## config.mk

```make
export PLATFORM = sky130hd
export DESIGN_NAME = alu_cmd_queue
export DESIGN_NICKNAME = d
export VERILOG_FILES = /design/src/rtl/alu_cmd_queue.sv
export SDC_FILE = /design/constraint.sdc
export NUM_CORES = 1
export LEC_CHECK = 0
export CAP_MARGIN = 10
export CORE_ASPECT_RATIO = 0.9
export CORE_MARGIN = 10
export CORE_UTILIZATION = 56
export CTS_CLUSTER_DIAMETER = 40
export DETAILED_ROUTE_END_ITERATION = 12
export PLACE_DENSITY = 0.83
export REMOVE_ABC_BUFFERS = 1
export SLEW_MARGIN = 20
export SYNTH_ARGS = -nofsm -noshare
export SYNTH_HDL_FRONTEND = slang
export SYNTH_SLANG_ARGS = --single-unit
```

## constraint.sdc

```tcl
create_clock -name clk -period 6.9 [get_ports clk]
set_input_delay 1.38 -clock clk [delete_from_list [all_inputs] [get_ports clk]]
set_output_delay 1.38 -clock clk [all_outputs]
set_load 0.01 [all_outputs]
```

## src/rtl/alu_cmd_queue.sv

```systemverilog
// Command FIFO in front of a fixed-latency ALU: issues one command at a time, captures the
// result after ALU_LAT edges and holds it on a valid/ready result port until consumed.
module alu_cmd_queue #(
  parameter int unsigned DEPTH   = 4,
  parameter int unsigned IN_W    = 5,
  parameter int unsigned OP_W    = 3,
  parameter int unsigned OUT_W   = 9,
  parameter int unsigned ALU_LAT = 1
) (
  input  logic                       clk,
  input  logic                       rst,
  input  logic                       cmd_valid,
  output logic                       cmd_ready,
  input  logic [IN_W-1:0]            cmd_in1,
  input  logic [IN_W-1:0]            cmd_in2,
  input  logic [OP_W-1:0]            cmd_opcode,
  output logic [IN_W-1:0]            alu_in1,
  output logic [IN_W-1:0]            alu_in2,
  output logic [OP_W-1:0]            alu_opcode,
  input  logic [OUT_W-1:0]           alu_out,
  output logic                       res_valid,
  input  logic                       res_ready,
  output logic [OUT_W-1:0]           res_data,
  output logic [OP_W-1:0]            res_opcode,
  output logic                       res_divz,
  output logic [$clog2(DEPTH+1)-1:0] count
);

  localparam int unsigned PTR_W = $clog2(DEPTH);
  localparam int unsigned CNT_W = $clog2(DEPTH + 1);
  localparam int unsigned CMD_W = 2 * IN_W + OP_W;
  localparam int unsigned CTR_W = (ALU_LAT < 1) ? 1 : $clog2(ALU_LAT + 1);

  localparam logic [CNT_W-1:0] FullCnt = CNT_W'(DEPTH);
  localparam logic [CTR_W-1:0] LatLoad = CTR_W'(ALU_LAT);
  localparam logic [OP_W-1:0]  OpDiv   = OP_W'(3);

  typedef enum logic [1:0] {StIdle, StWait, StHold} state_e;

  state_e           state_q, state_d;
  logic [CTR_W-1:0] ctr_q, ctr_d;

  logic [CMD_W-1:0] mem_q [DEPTH];
  logic [PTR_W-1:0] wr_ptr_q, rd_ptr_q;
  logic [CNT_W-1:0] count_q, count_d;

  logic             push, pop, capture, res_clear;
  logic [CMD_W-1:0] head;
  logic [IN_W-1:0]  head_in1, head_in2;
  logic [OP_W-1:0]  head_op;

  logic [IN_W-1:0]  alu_in1_q, alu_in2_q;
  logic [OP_W-1:0]  alu_opcode_q;
  logic             divz_pend_q;

  logic             res_valid_q;
  logic [OUT_W-1:0] res_data_q;
  logic [OP_W-1:0]  res_opcode_q;
  logic             res_divz_q;

  // Ready depends only on registered occupancy; a pop in the same cycle does not free a slot.
  assign cmd_ready = (count_q != FullCnt);
  assign push      = cmd_valid && cmd_ready;

  assign head     = mem_q[rd_ptr_q];
  assign head_in1 = head[CMD_W-1 -: IN_W];
  assign head_in2 = head[OP_W +: IN_W];
  assign head_op  = head[OP_W-1:0];

  always_comb begin
    count_d = count_q;
    unique case ({push, pop})
      2'b10:   count_d = count_q + CNT_W'(1);
      2'b01:   count_d = count_q - CNT_W'(1);
      default: count_d = count_q;
    endcase
  end

  always_ff @(posedge clk) begin
    if (push) begin
      mem_q[wr_ptr_q] <= {cmd_in1, cmd_in2, cmd_opcode};
    end
  end

  always_ff @(posedge clk) begin
    if (rst) begin
      wr_ptr_q <= '0;
      rd_ptr_q <= '0;
      count_q  <= '0;
    end else begin
      if (push) begin
        wr_ptr_q <= wr_ptr_q + PTR_W'(1);
      end
      if (pop) begin
        rd_ptr_q <= rd_ptr_q + PTR_W'(1);
      end
      count_q <= count_d;
    end
  end

  always_comb begin
    state_d   = state_q;
    ctr_d     = ctr_q;
    pop       = 1'b0;
    capture   = 1'b0;
    res_clear = 1'b0;
    unique case (state_q)
      StIdle: begin
        if (count_q != '0) begin
          pop     = 1'b1;
          ctr_d   = LatLoad;
          state_d = StWait;
        end
      end
      StWait: begin
        if (ctr_q == '0) begin
          capture = 1'b1;
          state_d = StHold;
        end else begin
          ctr_d = ctr_q - CTR_W'(1);
        end
      end
      StHold: begin
        if (res_valid_q && res_ready) begin
          res_clear = 1'b1;
          // Back-to-back issue keeps the stream at one result per ALU_LAT+2 cycles.
          if (count_q != '0) begin
            pop     = 1'b1;
            ctr_d   = LatLoad;
            state_d = StWait;
          end else begin
            state_d = StIdle;
          end
        end
      end
      default: state_d = StIdle;
    endcase
  end

  always_ff @(posedge clk) begin
    if (rst) begin
      state_q <= StIdle;
      ctr_q   <= '0;
    end else begin
      state_q <= state_d;
      ctr_q   <= ctr_d;
    end
  end

  always_ff @(posedge clk) begin
    if (rst) begin
      alu_in1_q    <= '0;
      alu_in2_q    <= '0;
      alu_opcode_q <= '0;
      divz_pend_q  <= 1'b0;
    end else if (pop) begin
      alu_in1_q    <= head_in1;
      alu_in2_q    <= head_in2;
      alu_opcode_q <= head_op;
      divz_pend_q  <= (head_op == OpDiv) && (head_in2 == '0);
    end
  end

  always_ff @(posedge clk) begin
    if (rst) begin
      res_valid_q  <= 1'b0;
      res_data_q   <= '0;
      res_opcode_q <= '0;
      res_divz_q   <= 1'b0;
    end else if (capture) begin
      res_valid_q  <= 1'b1;
      // Divide-by-zero ignores whatever the ALU produced.
      res_data_q   <= divz_pend_q ? '0 : alu_out;
      res_opcode_q <= alu_opcode_q;
      res_divz_q   <= divz_pend_q;
    end else if (res_clear) begin
      res_valid_q <= 1'b0;
    end
  end

  assign alu_in1    = alu_in1_q;
  assign alu_in2    = alu_in2_q;
  assign alu_opcode = alu_opcode_q;
  assign res_valid  = res_valid_q;
  assign res_data   = res_data_q;
  assign res_opcode = res_opcode_q;
  assign res_divz   = res_divz_q;
  assign count      = count_q;

endmodule

```

Yosys cells after proc, flatten, opt, wreduce, memory -nomap -nowiden

Memory sizes are Yosys's and may differ from the RTL's. A register that Yosys moved wholly into a read port is not among the register bits.
Cells that the tools add are included.

Equality and inequality tests: 9
Div/mod/pow operators: 0
$lt $le $gt $ge: 0
Add/sub/neg operators: 5
Mux-type cells: 24
Reductions and logical operators: 11
Shifts and indexed selects: 0
Bitwise gates (word level): 0
Multipliers: 0

Operators by type and width:

| operator                                                              | count |
|---|---|
| 1-bit two-way mux                                                     | 14 |
| 2-bit two-way mux                                                     | 5 |
| 9-bit two-way mux                                                     | 1 |
| 2-bit inequality test, second input constant                          | 3 |
| 2-bit case mux with 3 select lines                                    | 1 |
| 3-bit case mux with 2 select lines                                    | 1 |
| 3-bit nonzero test                                                    | 2 |
| 5-bit zero test                                                       | 1 |
| 2-bit by 1-bit adder with 2-bit output, second input constant         | 2 |
| 2-bit by 1-bit equality test with 1-bit output, second input constant | 2 |
| 2-bit equality test, second input constant                            | 2 |
| 2-bit nonzero test                                                    | 2 |
| 3-bit by 1-bit adder with 3-bit output, second input constant         | 1 |
| 3-bit by 2-bit equality test with 1-bit output, second input constant | 1 |
| 1-bit logical AND                                                     | 3 |
| 3-bit inequality test, second input constant                          | 1 |
| 1-bit case mux with 3 select lines                                    | 1 |
| 3-bit AND reduction                                                   | 1 |
| 3-bit by 1-bit subtractor with 3-bit output, second input constant    | 1 |
| 2-bit zero test                                                       | 1 |
| 1-bit case mux with 2 select lines                                    | 1 |
| 2-bit AND reduction                                                   | 1 |
| 1-bit subtractor, second input constant                               | 1 |

Memory bits (writable): 52
Bits in latches: 0
Register bits after elaboration: 38
Memories kept: 1
ROM bits: 0

Memories:

| name  | words | bits a word | rd ports | clocked after Yosys merged registers in | wr ports | RTL line | text |
|---|---|---|---|---|---|---|---|
| mem_q | 4     | 13          | 1        | 1                                       | 1        | 43       | `logic [CMD_W-1:0] mem_q [DEPTH];` |

Longest topological paths before layout

Word-level depth: 6
Mapped depth: 11
Depth with buffers taken out: 9

Worst setup path after synthesis

OpenSTA, ideal clock, no wires.

Path type: input port to flip-flop
From: input port res_ready
To: register count_q[2] (netlist: count[2])
Arrival: 3376 ps
Stages: 11
Library setup time: 70 ps
Buffers on the path: 2
Setup slack: 3454 ps
Path through: a21boi_1 > or3_1 > clkbuf_1 > inv_2 > buf_2 > ha_1 > inv_1 > fa_1 > xor2_1 > or3_1 > a21oi_1

Word-level cells in the longest chain between the ends: 5
Elaborated cells between the ends (all ways): 7

Ends and longest elaborated chain:

| element                                                                                      | RTL line | text |
|---|---|---|
| start, declared                                                                              | 22       | `input logic res_ready,` |
| 1-bit logical AND *                                                                          | 124      | `if (res_valid_q && res_ready) begin` |
| 1-bit two-way mux *                                                                          | 124      |  |
| 1-bit case mux with 2 select lines *                                                         | 107      | `unique case (state_q)` |
| named net pop                                                                                | 47       | `logic push, pop, capture, res_clear;` |
| 2-bit by 1-bit equality test with 1-bit output / 2-bit equality test (equally long branches) | 72       | `unique case ({push, pop})` |
| 3-bit case mux with 2 select lines / 2-bit nonzero test (equally long branches)              | -        |  |
| end signal, assigned                                                                         | 97       | `count_q <= count_d;` |
| end, declared                                                                                | 45       | `logic [CNT_W-1:0] count_q, count_d;` |

The timed path passes the listed nets; every way through them passes the cells marked *.
A chain may end at the register's enable or synchronous reset.

Final worst setup path

From: input port res_ready
To: register count_q[2] (netlist: count[2])

Word-level cells in the longest chain between the ends: 5
Elaborated cells between the ends (all ways): 7

Ends and longest elaborated chain:

| element                                                                                      | RTL line |
|---|---|
| 1-bit logical AND *                                                                          | 124 |
| 1-bit two-way mux *                                                                          | 124 |
| 1-bit case mux with 2 select lines *                                                         | 107 |
| 2-bit by 1-bit equality test with 1-bit output / 2-bit equality test (equally long branches) | 72 |
| 3-bit case mux with 2 select lines / 2-bit nonzero test (equally long branches)              | - |

Mark *: on every way between the ends. The rest lies on a longest branch, timed or not.

==> flow_summary.ini <==
[routing]
drt-met1-wl_um = 2822
drt_iter0_drc = 76
highest_layer = met4
antenna_left = 0
viasPerCell = 5.239
wl_met3_um = 477
dr_wl_met2_um = 3264
wirelength_um = 6639
drc = 0
wire_per_inst_um = 16.35
dr.pass1.iters = 4
vias = 2127

[critical_path]
worstPathRequired_ps = 7180
arrival_ps = 4200
path_max_fanout = 18
r2r_end = count[2]$_SDFFE_PP0P_
path_cells = clkdlybuf4s50_1 > a21boi_1 > or3_1 > inv_2 > ha_1 > inv_1 > fa_1 > xor2_1 > or3_1 > a21oi_1
endpoint_kind = flop
crit_path_start_kind = primary input
r2r_slack_ps = 4010
rr_worst_depth = 9
path_common_cell = or3_1
cpMaxStageDelayCell = or3_1
r2r-start = count[0]$_SDFFE_PP0P_
crit_type = primary input to flop
slowest_delay_ps = 570

[sta]
slew_headroom_pct = 38.70
period_share_pct = 56.79
finalClockSkew_ps = 11.83
post-route-min-period_ps = 3918
fmax_mhz = 255.2
final_max_slew_viol_count = 0
finalHoldViolations = 0
whs_ps = 456.5
fin_tns_setup_ps = 0
worst_pin_slew_ps = 917.7
rsz0062_at_grt = no
setup_viol = 0

[die]
io_pins = 57
start_util_pct = 57.32
num_rows = 27
coreArea_um2 = 6115
fp.dieW_um = 103.4
die_h_um = 95.05
die_area_um2 = 9827

[logic_synthesis]
synthCells = 258
ys_seq_area_share_pct = 67.40
mappedNetlistArea_um2 = 3505
yosysWarnings = 0
synth_edf_count = 52
synth_flop_cell = edfxtp_1
synth_area_per_cell_um2 = 13.58
yosysUniqueCellTypes = 30
synth_seq_cells = 92
synthArstFlopShare_pct = 0

[clock_network]
clock-root-buffer = clkbuf_8
cts_buffers = 9
clk_pin_slew_ps = 100
cts_setup_buffers = 0
cts_buffer_depth = 2
cts_resized = 0
ctsHoldBuffers = 0
htree_levels = 3
clock_latency_ps = 350
clock-sinks = 92
cts_tree = done

[grt]
antenna_found_initial = 0
grt_pass1_wl_um = 10760
grt-ovfl-total = 0
grt_pass1_vias = 2167
grt_max_degree = 41
globalRouteTotalUtil_pct = 14.20

[placed_design]
dpl_cell_area_um2 = 4128
portBuffers = 56
post-dp-hpwl_um = 4707
gp_congestion = 0.6790

[layout]
syn_to_final_growth_pct = 23.28
fin_area_um2 = 4320
final_nets = 346
antenna_cells = 0
layout-drive-gt1-share_pct = 7.524

[power_and_ir_drop]
p_sw_uw = 526.0
seqPwrFrac_pct = 47.6
combPwrFrac_pct = 30.9
vdd_drop_max_mv = 0.1467
power.density_nw_per_um2 = 367.8
switching_share_pct = 33.10
leakage_nw = 1.459
pwr-share-clk_pct = 21.5
power.internal_mw = 1.063

[hold_path]
hold_depth = 2
worst_hold_path.endpoint = alu_in2[4]$_SDFFE_PP0P_
hp-class = flop to flop
hp-start = alu_in2[4]$_SDFFE_PP0P_

[run_status]
status = finished clean

[job]
maxCapViolations = 0
-- worst max-delay path by stage --
stage | depth (start not counted) | startpoint | endpoint | slack (ps)
after floorplan | 9 | res_ready | count[2]$_SDFFE_PP0P_ | 3460
after global placement | 10 | res_ready | count[2]$_SDFFE_PP0P_ | 2790
after detailed placement | 10 | res_ready | count[2]$_SDFFE_PP0P_ | 2620
after CTS | 10 | res_ready | count[2]$_SDFFE_PP0P_ | 3000
after global routing | 10 | res_ready | count[2]$_SDFFE_PP0P_ | 2830
final | 10 | res_ready | count[2]$_SDFFE_PP0P_ | 2980
-- state kept, by name, summed over array words and instances, names as in the netlist, named ones only --
name         cells
res_divz         1
state_q          2
count            3
divz_pend_q      1
mem_q           52
wr_ptr_q         2
rd_ptr_q         2
alu_in2          5
alu_in1          5
ctr_q            1
res_data         9
res_opcode       3
alu_opcode       3
res_valid        1
-- layout make-up --
cell class | count | area, um^2
Multi-Input combinational cell | 145 | 1055
Sequential cell | 92 | 2362
Clock inverter | 7 | 68.82
Clock buffer | 9 | 123.9
Tap cell | 87 | 108.9
Timing Repair Buffer | 57 | 568.0
Inverter | 9 | 33.78
Fill cell | 420 | 1794
-- Yosys cell counts, types with 2 or more instances --
cell / n / area [um^2]
and3_1: 4 / 25.02
o21ai_0: 3 / 15.01
mux4_1: 9 / 236.5
or3_1: 3 / 18.77
xor2_1: 2 / 17.52
xnor2_1: 2 / 17.52
a21oi_1: 33 / 165.2
inv_1: 8 / 30.03
nor2_1: 7 / 26.28
edfxtp_1: 52 / 1562
nand3b_1: 10 / 75.07
dfxtp_1: 40 / 800.8
clkbuf_1: 9 / 33.78
ha_1: 5 / 62.56
nand2_1: 47 / 176.4
nor3_1: 4 / 20.02
nand2b_1: 2 / 12.51
nor2b_1: 3 / 18.77
mux4_2: 4 / 90.09
-- layer usage --
metal  global-route usage, %  up-vias
met2                   23.58       66
li1                        -     1042
met3                   4.121        6
met1                   17.01     1013
met4                   5.903        0
met5                       0        -
-- power groups by stage --
stage                     Clock (mW)  Combinational, mW  Sequential (mW)
final                          0.342              0.491            0.756
after floorplan                    0              0.257            0.780
after global placement             0              0.472            0.763
after CTS                      0.349              0.496            0.758
after global routing           0.375              0.541            0.771
after detailed placement           0              0.494            0.771
-- worst max-delay path, delay by kind of cell --
family / cells / cell delay, ps
and+or+nand+nor: 2 / 900
adders and majority gates: 2 / 630
AOI/OAI and AO/OA: 2 / 250
buffers and inverters: 3 / 880
xor gates and xnor gates: 1 / 160
-- metrics by stage --
| step | worst slack (ps) | utilization (%) | cells | power [mW] |
|---|---|---|---|---|
| 5_1_grt | 2835 | 70.66 | 406 | 1.687 |
| 3_3_place_gp | 2792 | 67.51 | 390 | 1.236 |
| 2_1_floorplan | 3462 | - | 246 | 1.037 |
| 6_report | 2982 | 70.66 | 406 | 1.589 |
| 3_5_place_dp | 2617 | 67.51 | 390 | 1.265 |
| 4_1_cts | 2998 | 70.66 | 406 | 1.604 |
-- kinds of logic (layout without fill, tap and decap cells) --
family	after synthesis	after routing	share of synthesized area [%]
DFF	92	92	67.40
AOI/OAI and AO/OA	39	39	5.926
and+or+nand+nor	83	83	11.50
xor gates and xnor gates	4	4	0.9998
muxes	13	13	9.318
adders and majority gates	6	6	2.356
buffers and inverters	21	82	2.499
-- cell usage in the layout (no fill, tap or decap), types with 2 or more instances in the layout --
cell,synthesis,final
a21oi_1,33,33
and3_1,4,4
clkbuf_8,0,9
clkdlybuf4s50_1,0,56
clkinvlp_4,0,2
dfxtp_1,40,40
edfxtp_1,52,52
ha_1,5,5
inv_1,8,8
inv_6,0,3
mux4_1,9,9
mux4_2,4,4
nand2_1,47,47
nand2b_1,2,2
nand3b_1,10,10
nor2_1,7,7
nor2b_1,3,3
nor3_1,4,4
o21ai_0,3,3
or3_1,3,3
xnor2_1,2,2
xor2_1,2,2
Note: power is estimated with default switching activity, not from simulation.
